--- src/rtl/prime_power_exponentiator.sv ---
// prime_power_exponentiator
//   Computes result = a^(base^exponent) mod modulus, the Pollard p-1 accumulator step for one
//   prime base. Each of the exponent steps raises the accumulator to the power base using
//   left-to-right square-and-multiply over all 9 base bits. Each modular multiply is a
//   bit-serial interleaved shift-add-reduce that takes WIDTH cycles.
//
//   Optional feature macro: PPE_UNITY_EXIT_EN
//     defined   - stop as soon as the accumulator becomes 1 (1^x = 1)
//     undefined - always execute every exponent step
//
// Ports
//   clk         rising-edge clock
//   rst_n       asynchronous active-low reset
//   start_i     job request, sampled only in IDLE
//   a_in_i      value raised to the power (must be < modulus)
//   base_i      prime base p
//   exponent_i  repetition count e
//   modulus_i   modulus n (must be >= 2)
//   result_o    a^(p^e) mod n, valid from done and held afterwards
//   busy_o      high from the cycle after start is accepted until done, inclusive
//   done_o      one-cycle completion pulse (high while the FSM is in DONE)
//   err_o       illegal operands flag, updated with done and held like result_o

`timescale 1ns/1ps

module prime_power_exponentiator #(
    parameter int unsigned WIDTH = 16
) (
    input  logic             clk,
    input  logic             rst_n,
    input  logic             start_i,
    input  logic [WIDTH-1:0] a_in_i,
    input  logic [8:0]       base_i,
    input  logic [7:0]       exponent_i,
    input  logic [WIDTH-1:0] modulus_i,
    output logic [WIDTH-1:0] result_o,
    output logic             busy_o,
    output logic             done_o,
    output logic             err_o
);

    localparam int unsigned CntW = (WIDTH > 1) ? $clog2(WIDTH) : 1;
    localparam logic [CntW-1:0] CntMax = CntW'(WIDTH - 1);
    localparam logic [WIDTH-1:0] One = WIDTH'(1);

    typedef enum logic [2:0] {
        StIdle,
        StLoad,
        StSqr,
        StMul,
        StNext,
        StDone
    } state_e;

    state_e state_q, state_d;

    // Captured operands
    logic [WIDTH-1:0] a_q, a_d;
    logic [8:0]       base_q, base_d;
    logic [7:0]       exp_q, exp_d;
    logic [WIDTH-1:0] mod_q, mod_d;

    // Exponentiation state
    logic [WIDTH-1:0] acc_q, acc_d;
    logic [WIDTH-1:0] t_q, t_d;
    logic [3:0]       k_q, k_d;
    logic [7:0]       step_q, step_d;

    // Modmul state: partial product and bit counter
    logic [WIDTH+1:0] p_q, p_d;
    logic [CntW-1:0]  cnt_q, cnt_d;

    // Held outputs
    logic [WIDTH-1:0] result_q, result_d;
    logic             err_q, err_d;

    // Combinational helpers
    logic             bad_ops;
    logic             mm_last;
    logic [7:0]       step_inc;
    logic [WIDTH+1:0] mod_ext;
    logic [WIDTH+1:0] y_ext;
    logic [WIDTH+1:0] p_dbl;
    logic [WIDTH+1:0] p_s1;
    logic [WIDTH+1:0] p_red;

    assign bad_ops  = (mod_q < WIDTH'(2)) || (a_q >= mod_q);
    assign mm_last  = (cnt_q == '0);
    assign step_inc = step_q + 8'd1;

    // One shift-add-reduce iteration. p < n and y < n, so 2p + y < 3n and two conditional
    // subtractions always bring it back below n.
    always_comb begin
        mod_ext = {2'b00, mod_q};
        y_ext   = (state_q == StMul) ? {2'b00, acc_q} : {2'b00, t_q};
        p_dbl   = {p_q[WIDTH:0], 1'b0} + (t_q[cnt_q] ? y_ext : '0);
        p_s1    = (p_dbl >= mod_ext) ? (p_dbl - mod_ext) : p_dbl;
        p_red   = (p_s1 >= mod_ext) ? (p_s1 - mod_ext) : p_s1;
    end

    // State register
    always_ff @(posedge clk or negedge rst_n) begin
        if (!rst_n) begin
            state_q <= StIdle;
        end else begin
            state_q <= state_d;
        end
    end

    // Next-state logic
    always_comb begin
        state_d = state_q;
        case (state_q)
            StIdle: begin
                if (start_i) state_d = StLoad;
            end
            StLoad: begin
                if (bad_ops || (exp_q == 8'd0)) state_d = StDone;
                else                            state_d = StSqr;
            end
            StSqr: begin
                if (mm_last) begin
                    if (base_q[k_q])      state_d = StMul;
                    else if (k_q == 4'd0) state_d = StNext;
                    else                  state_d = StSqr;
                end
            end
            StMul: begin
                if (mm_last) begin
                    if (k_q == 4'd0) state_d = StNext;
                    else             state_d = StSqr;
                end
            end
            StNext: begin
                // step_inc cannot wrap: the job ends when it reaches exp_q (at most 255)
                if (step_inc == exp_q) state_d = StDone;
`ifdef PPE_UNITY_EXIT_EN
                else if (t_q == One)   state_d = StDone;
`endif
                else                   state_d = StSqr;
            end
            StDone: begin
                state_d = StIdle;
            end
            default: state_d = StIdle;
        endcase
    end

    // Datapath next-state logic
    always_comb begin
        a_d      = a_q;
        base_d   = base_q;
        exp_d    = exp_q;
        mod_d    = mod_q;
        acc_d    = acc_q;
        t_d      = t_q;
        k_d      = k_q;
        step_d   = step_q;
        p_d      = p_q;
        cnt_d    = cnt_q;
        result_d = result_q;
        err_d    = err_q;

        case (state_q)
            StIdle: begin
                if (start_i) begin
                    a_d    = a_in_i;
                    base_d = base_i;
                    exp_d  = exponent_i;
                    mod_d  = modulus_i;
                end
            end
            StLoad: begin
                acc_d  = a_q;
                step_d = 8'd0;
                t_d    = One;
                k_d    = 4'd8;
                p_d    = '0;
                cnt_d  = CntMax;
                // Result and err are published on entry to DONE so they are valid with done
                if (state_d == StDone) begin
                    result_d = bad_ops ? '0 : a_q;
                    err_d    = bad_ops;
                end
            end
            StSqr, StMul: begin
                p_d   = p_red;
                cnt_d = cnt_q - 1'b1;
                if (mm_last) begin
                    t_d   = p_red[WIDTH-1:0];
                    p_d   = '0;
                    cnt_d = CntMax;
                    // Move to the next base bit only when another square follows
                    if (state_d == StSqr) k_d = k_q - 4'd1;
                end
            end
            StNext: begin
                acc_d  = t_q;
                step_d = step_inc;
                t_d    = One;
                k_d    = 4'd8;
                if (state_d == StDone) begin
                    result_d = t_q;
                    err_d    = 1'b0;
                end
            end
            default: ;
        endcase
    end

    // Datapath registers
    always_ff @(posedge clk or negedge rst_n) begin
        if (!rst_n) begin
            a_q      <= '0;
            base_q   <= '0;
            exp_q    <= '0;
            mod_q    <= '0;
            acc_q    <= '0;
            t_q      <= '0;
            k_q      <= '0;
            step_q   <= '0;
            p_q      <= '0;
            cnt_q    <= '0;
            result_q <= '0;
            err_q    <= 1'b0;
        end else begin
            a_q      <= a_d;
            base_q   <= base_d;
            exp_q    <= exp_d;
            mod_q    <= mod_d;
            acc_q    <= acc_d;
            t_q      <= t_d;
            k_q      <= k_d;
            step_q   <= step_d;
            p_q      <= p_d;
            cnt_q    <= cnt_d;
            result_q <= result_d;
            err_q    <= err_d;
        end
    end

    // Outputs
    always_comb begin
        busy_o   = (state_q != StIdle);
        done_o   = (state_q == StDone);
        result_o = result_q;
        err_o    = err_q;
    end

endmodule

--- config.mk ---
export PLATFORM = sky130hd
export DESIGN_NAME = prime_power_exponentiator
export DESIGN_NICKNAME = d
export VERILOG_FILES = /design/src/rtl/prime_power_exponentiator.sv
export SDC_FILE = /design/constraint.sdc
export NUM_CORES = 1
export LEC_CHECK = 0
export BUFFER_PORTS_ARGS = -buffer_cell sky130_fd_sc_hd__buf_2
export CORE_AREA = 2 2 126 128
export CTS_CLUSTER_DIAMETER = 100
export DETAILED_ROUTE_END_ITERATION = 7
export DIE_AREA = 0 0 128 130
export PLACE_DENSITY = 0.8
export SLEW_MARGIN = 15
export SYNTH_ARGS = -nofsm -noshare
export SYNTH_HDL_FRONTEND = slang
export SYNTH_SLANG_ARGS = --single-unit
--- constraint.sdc ---
create_clock -name clk -period 12.2 [get_ports clk]
set_clock_uncertainty 0.05 [all_clocks]
set_input_delay 0.61 -clock clk [delete_from_list [all_inputs] [get_ports clk]]
set_output_delay 0.61 -clock clk [all_outputs]
set_load 0.01 [all_outputs]
==> run summary <==
Worst-path maximum fanout: 23
Die area: 16,600 um2
Fmax: 0.0978 GHz
Pwr dens: 95.7 nW/um2
Netlist cell types: 70
Arrival time at the worst endpoint: 10,450 ps
Total wire length: 25,400 um
Setup TNS: 0 ps
Sequential-to-total area share from yosys stat: 36.6%
Post-CTS Hold Buffers: 0
Worst slew margin: 24.8%
Post-synth EDFFs: 0
Layout Area Growth over Synthesis: 11.7%
Final setup vio count: 0
Clock Latency Late Sink: 430 ps
Crit path launch type: flip-flop
First-pass GRT wire length: 40,400 um
RSZ-0062 raised after global routing: false
P_leak: 0.00525 uW
CP required: 12,430 ps
Final period util: 83.8%
Setup CP Type: reg -> reg
Placer congestion estimate: 0.936
Synth warnings: 0
Starting Density: 59.3%
DP HPWL: 18,800 um
Leading cell type in the layout, fill and taps excluded: nand2_1
Worst Reg2Reg Path Length in Cells: 38
DR vias/cell: 6.35
Status: completed
Slowest-stage cell, CP: or3_1
Peak supply drop: 0.0971 mV
Post-layout min period: 10,220 ps
Clock transition at the registers of the reported paths: 60 ps
Slew Limit Fails: 0
Inserted Diodes: 0
Final hold slack: 55.2 ps
Cell count after synthesis: 984
Routed Antenna Nets: 0
Number of cells upsized or downsized after cts: 0
Cell mode on critical path: a21oi_1
Max clock buf depth: 2
Synth Flop Type: dfrtp_1
M2 GR Usage: 50.5%
Mapped Area: 9150 um2
Final Hold Vio Count: 0
Synth Net Count: 1,106
Ports: 71
Row count: 46
Vias: 7,908
# DRC: 0
Max cap viols: 0
Syn avg cell area: 9.30 um2
Die height: 130 um
Nets: 1,163
Tot GR Track Use: 31.8%
GRT met1 Usage: 42.5%
Largest net degree at the start of global routing: 84
Core Area: 15,400 um2
TritonCTS clock tree: done
Async set-or-reset flop fraction in the synthesized netlist: 100%
Worst path max stage delay: 870 ps
Grt ovf: 0
Die width: 128 um
I/O Buffers: 70
Critical path endpoint category: flip-flop
TritonCTS buffer count: 17
Most frequent cells in the layout: nand2_1 (140), dfrtp_1 (134), o21ai_0 (69), buf_2 (69), ha_1 (67)
Worst Tran Pin Value: 1130 ps
Post-CTS Repair Setup Buffers: 0
H-Tree Depth: 4
Fin cells: 1,246
Clock Tree Root: clkbuf_16
Grt met3 use: 7.34%
#FFs+latches synth: 134
Dpl cells: 1,214
Sink Count: 134
Wire per inst: 20.4 um
DRT iter0 DRCs: 863
Layout cells sized above 1: 16.4%
Antenna violations before repair: 0
Hold Crit Class: in -> async
Most Used Layer, Global Route: met2
1st-pass router iterations: 5
Number of global-route vias before repair: 7,557
[sequential cells by signal, summed over array words and instances (netlist names), 8 cells and up]
| name | flops |
|---|---|
| t_q | 16 |
| p_q | 17 |
| acc_q | 16 |
| exp_q | 8 |
| mod_q | 16 |
| a_q | 16 |
| base_q | 9 |
| result_o | 16 |
| step_q | 8 |
[critical path, delay by kind of cell (launching register included)]
kind	cells	cell delay [ps]
compound gates	19	3700
simple gates	7	2270
xor+xnor	1	160
mux	4	1330
buf+inv	2	320
fa+ha+maj	5	1640
flops	1	600
[report_power, final]
| part | leakage, uW | switching (uW) | internal [uW] | total [uW] |
|---|---|---|---|---|
| registers | 0.00174 | 0 | 444 | 444 |
| clock network | 0.000282 | 208 | 309 | 517 |
| logic | 0.00323 | 10.6 | 6.17 | 16.7 |
[area by class of cell]
type / instances / area, um2
multi-input cells: 776 / 5500
fillers: 1215 / 5200
flip-flops and latches: 134 / 3350
clock buffers: 19 / 443
repair buffers: 76 / 402
well taps: 192 / 240
clock inverters: 13 / 148
inverters: 36 / 135
[cells in the mapped netlist, types with 3 or more instances]
cell type | count | share of area [%]
o31a_1 | 3 | 0.29
xor2_1 | 20 | 1.9
a31oi_1 | 5 | 0.34
o21bai_1 | 4 | 0.33
a22oi_1 | 3 | 0.25
a21o_1 | 24 | 2.0
clkbuf_1 | 29 | 1.2
xnor2_1 | 31 | 3.0
a211oi_1 | 4 | 0.33
dfrtp_1 | 134 | 37
o211ai_1 | 8 | 0.66
ha_1 | 67 | 9.2
nand2_1 | 140 | 5.7
fa_1 | 3 | 0.66
o21ai_1 | 10 | 0.55
nand3_1 | 24 | 1.3
a41oi_1 | 4 | 0.38
nor3_1 | 11 | 0.60
and4_1 | 3 | 0.29
a21oi_1 | 64 | 3.5
or3_1 | 4 | 0.27
mux2i_1 | 32 | 3.5
mux4_2 | 4 | 0.98
a22o_1 | 27 | 2.6
and2_1 | 6 | 0.41
nor4_1 | 7 | 0.48
buf_1 | 4 | 0.16
buf_6 | 3 | 0.37
a221oi_1 | 3 | 0.29
o31ai_1 | 3 | 0.25
o21ai_0 | 69 | 3.8
o21a_1 | 11 | 0.90
inv_1 | 36 | 1.5
mux2_2 | 46 | 5.7
o22a_1 | 7 | 0.67
nand4_1 | 7 | 0.48
nor2b_1 | 9 | 0.62
nor2_1 | 47 | 1.9
a211o_1 | 4 | 0.38
o22ai_1 | 15 | 1.0
and3_1 | 12 | 0.82
nand2b_1 | 5 | 0.34
[routing by layer]
metal	vias to the layer above	wire length [um]
met5	-	0
met4	0	786
met3	61	1870
met2	379	11700
met1	3756	11000
li1	3712	-
[path summary, 6_finish.rpt]
kind                              startpoint         to  slack [ps]
worst max-delay path                cnt_q[0]    p_q[15]        1980
worst min-delay path                   rst_n  base_q[4]          60
worst max register to register      cnt_q[0]    p_q[15]        1980
worst min register to register        p_q[6]     p_q[6]         440
max in group asynchronous              rst_n     t_q[6]       10650
min in group clk                modulus_i[5]   mod_q[5]         330
[through the flow]
stage | worst slack [ps] | area (um2) | total power, uW | util, %
2_1_floorplan | 3720 | 9150 | 453 | -
3_3_place_gp | 2640 | 9630 | 470 | 62.5
3_5_place_dp | 2210 | 9630 | 470 | 62.5
4_1_cts | 2150 | 10200 | 979 | 66.3
5_1_grt | 1180 | 10200 | 1000 | 66.3
6_report | 1980 | 10200 | 978 | 66.3
[logic make-up after synthesis]
kind of cell / synth area share (%)
XOR/XNOR: 4.88
buffers and inverters: 3.31
adder cells (fa/ha/maj): 9.82
multiplexers: 10.3
flip-flops: 36.6
AO/OA/AOI/OAI: 21.3
AND/OR/NAND/NOR: 13.8
Note: power is estimated with default switching activity, not from simulation.
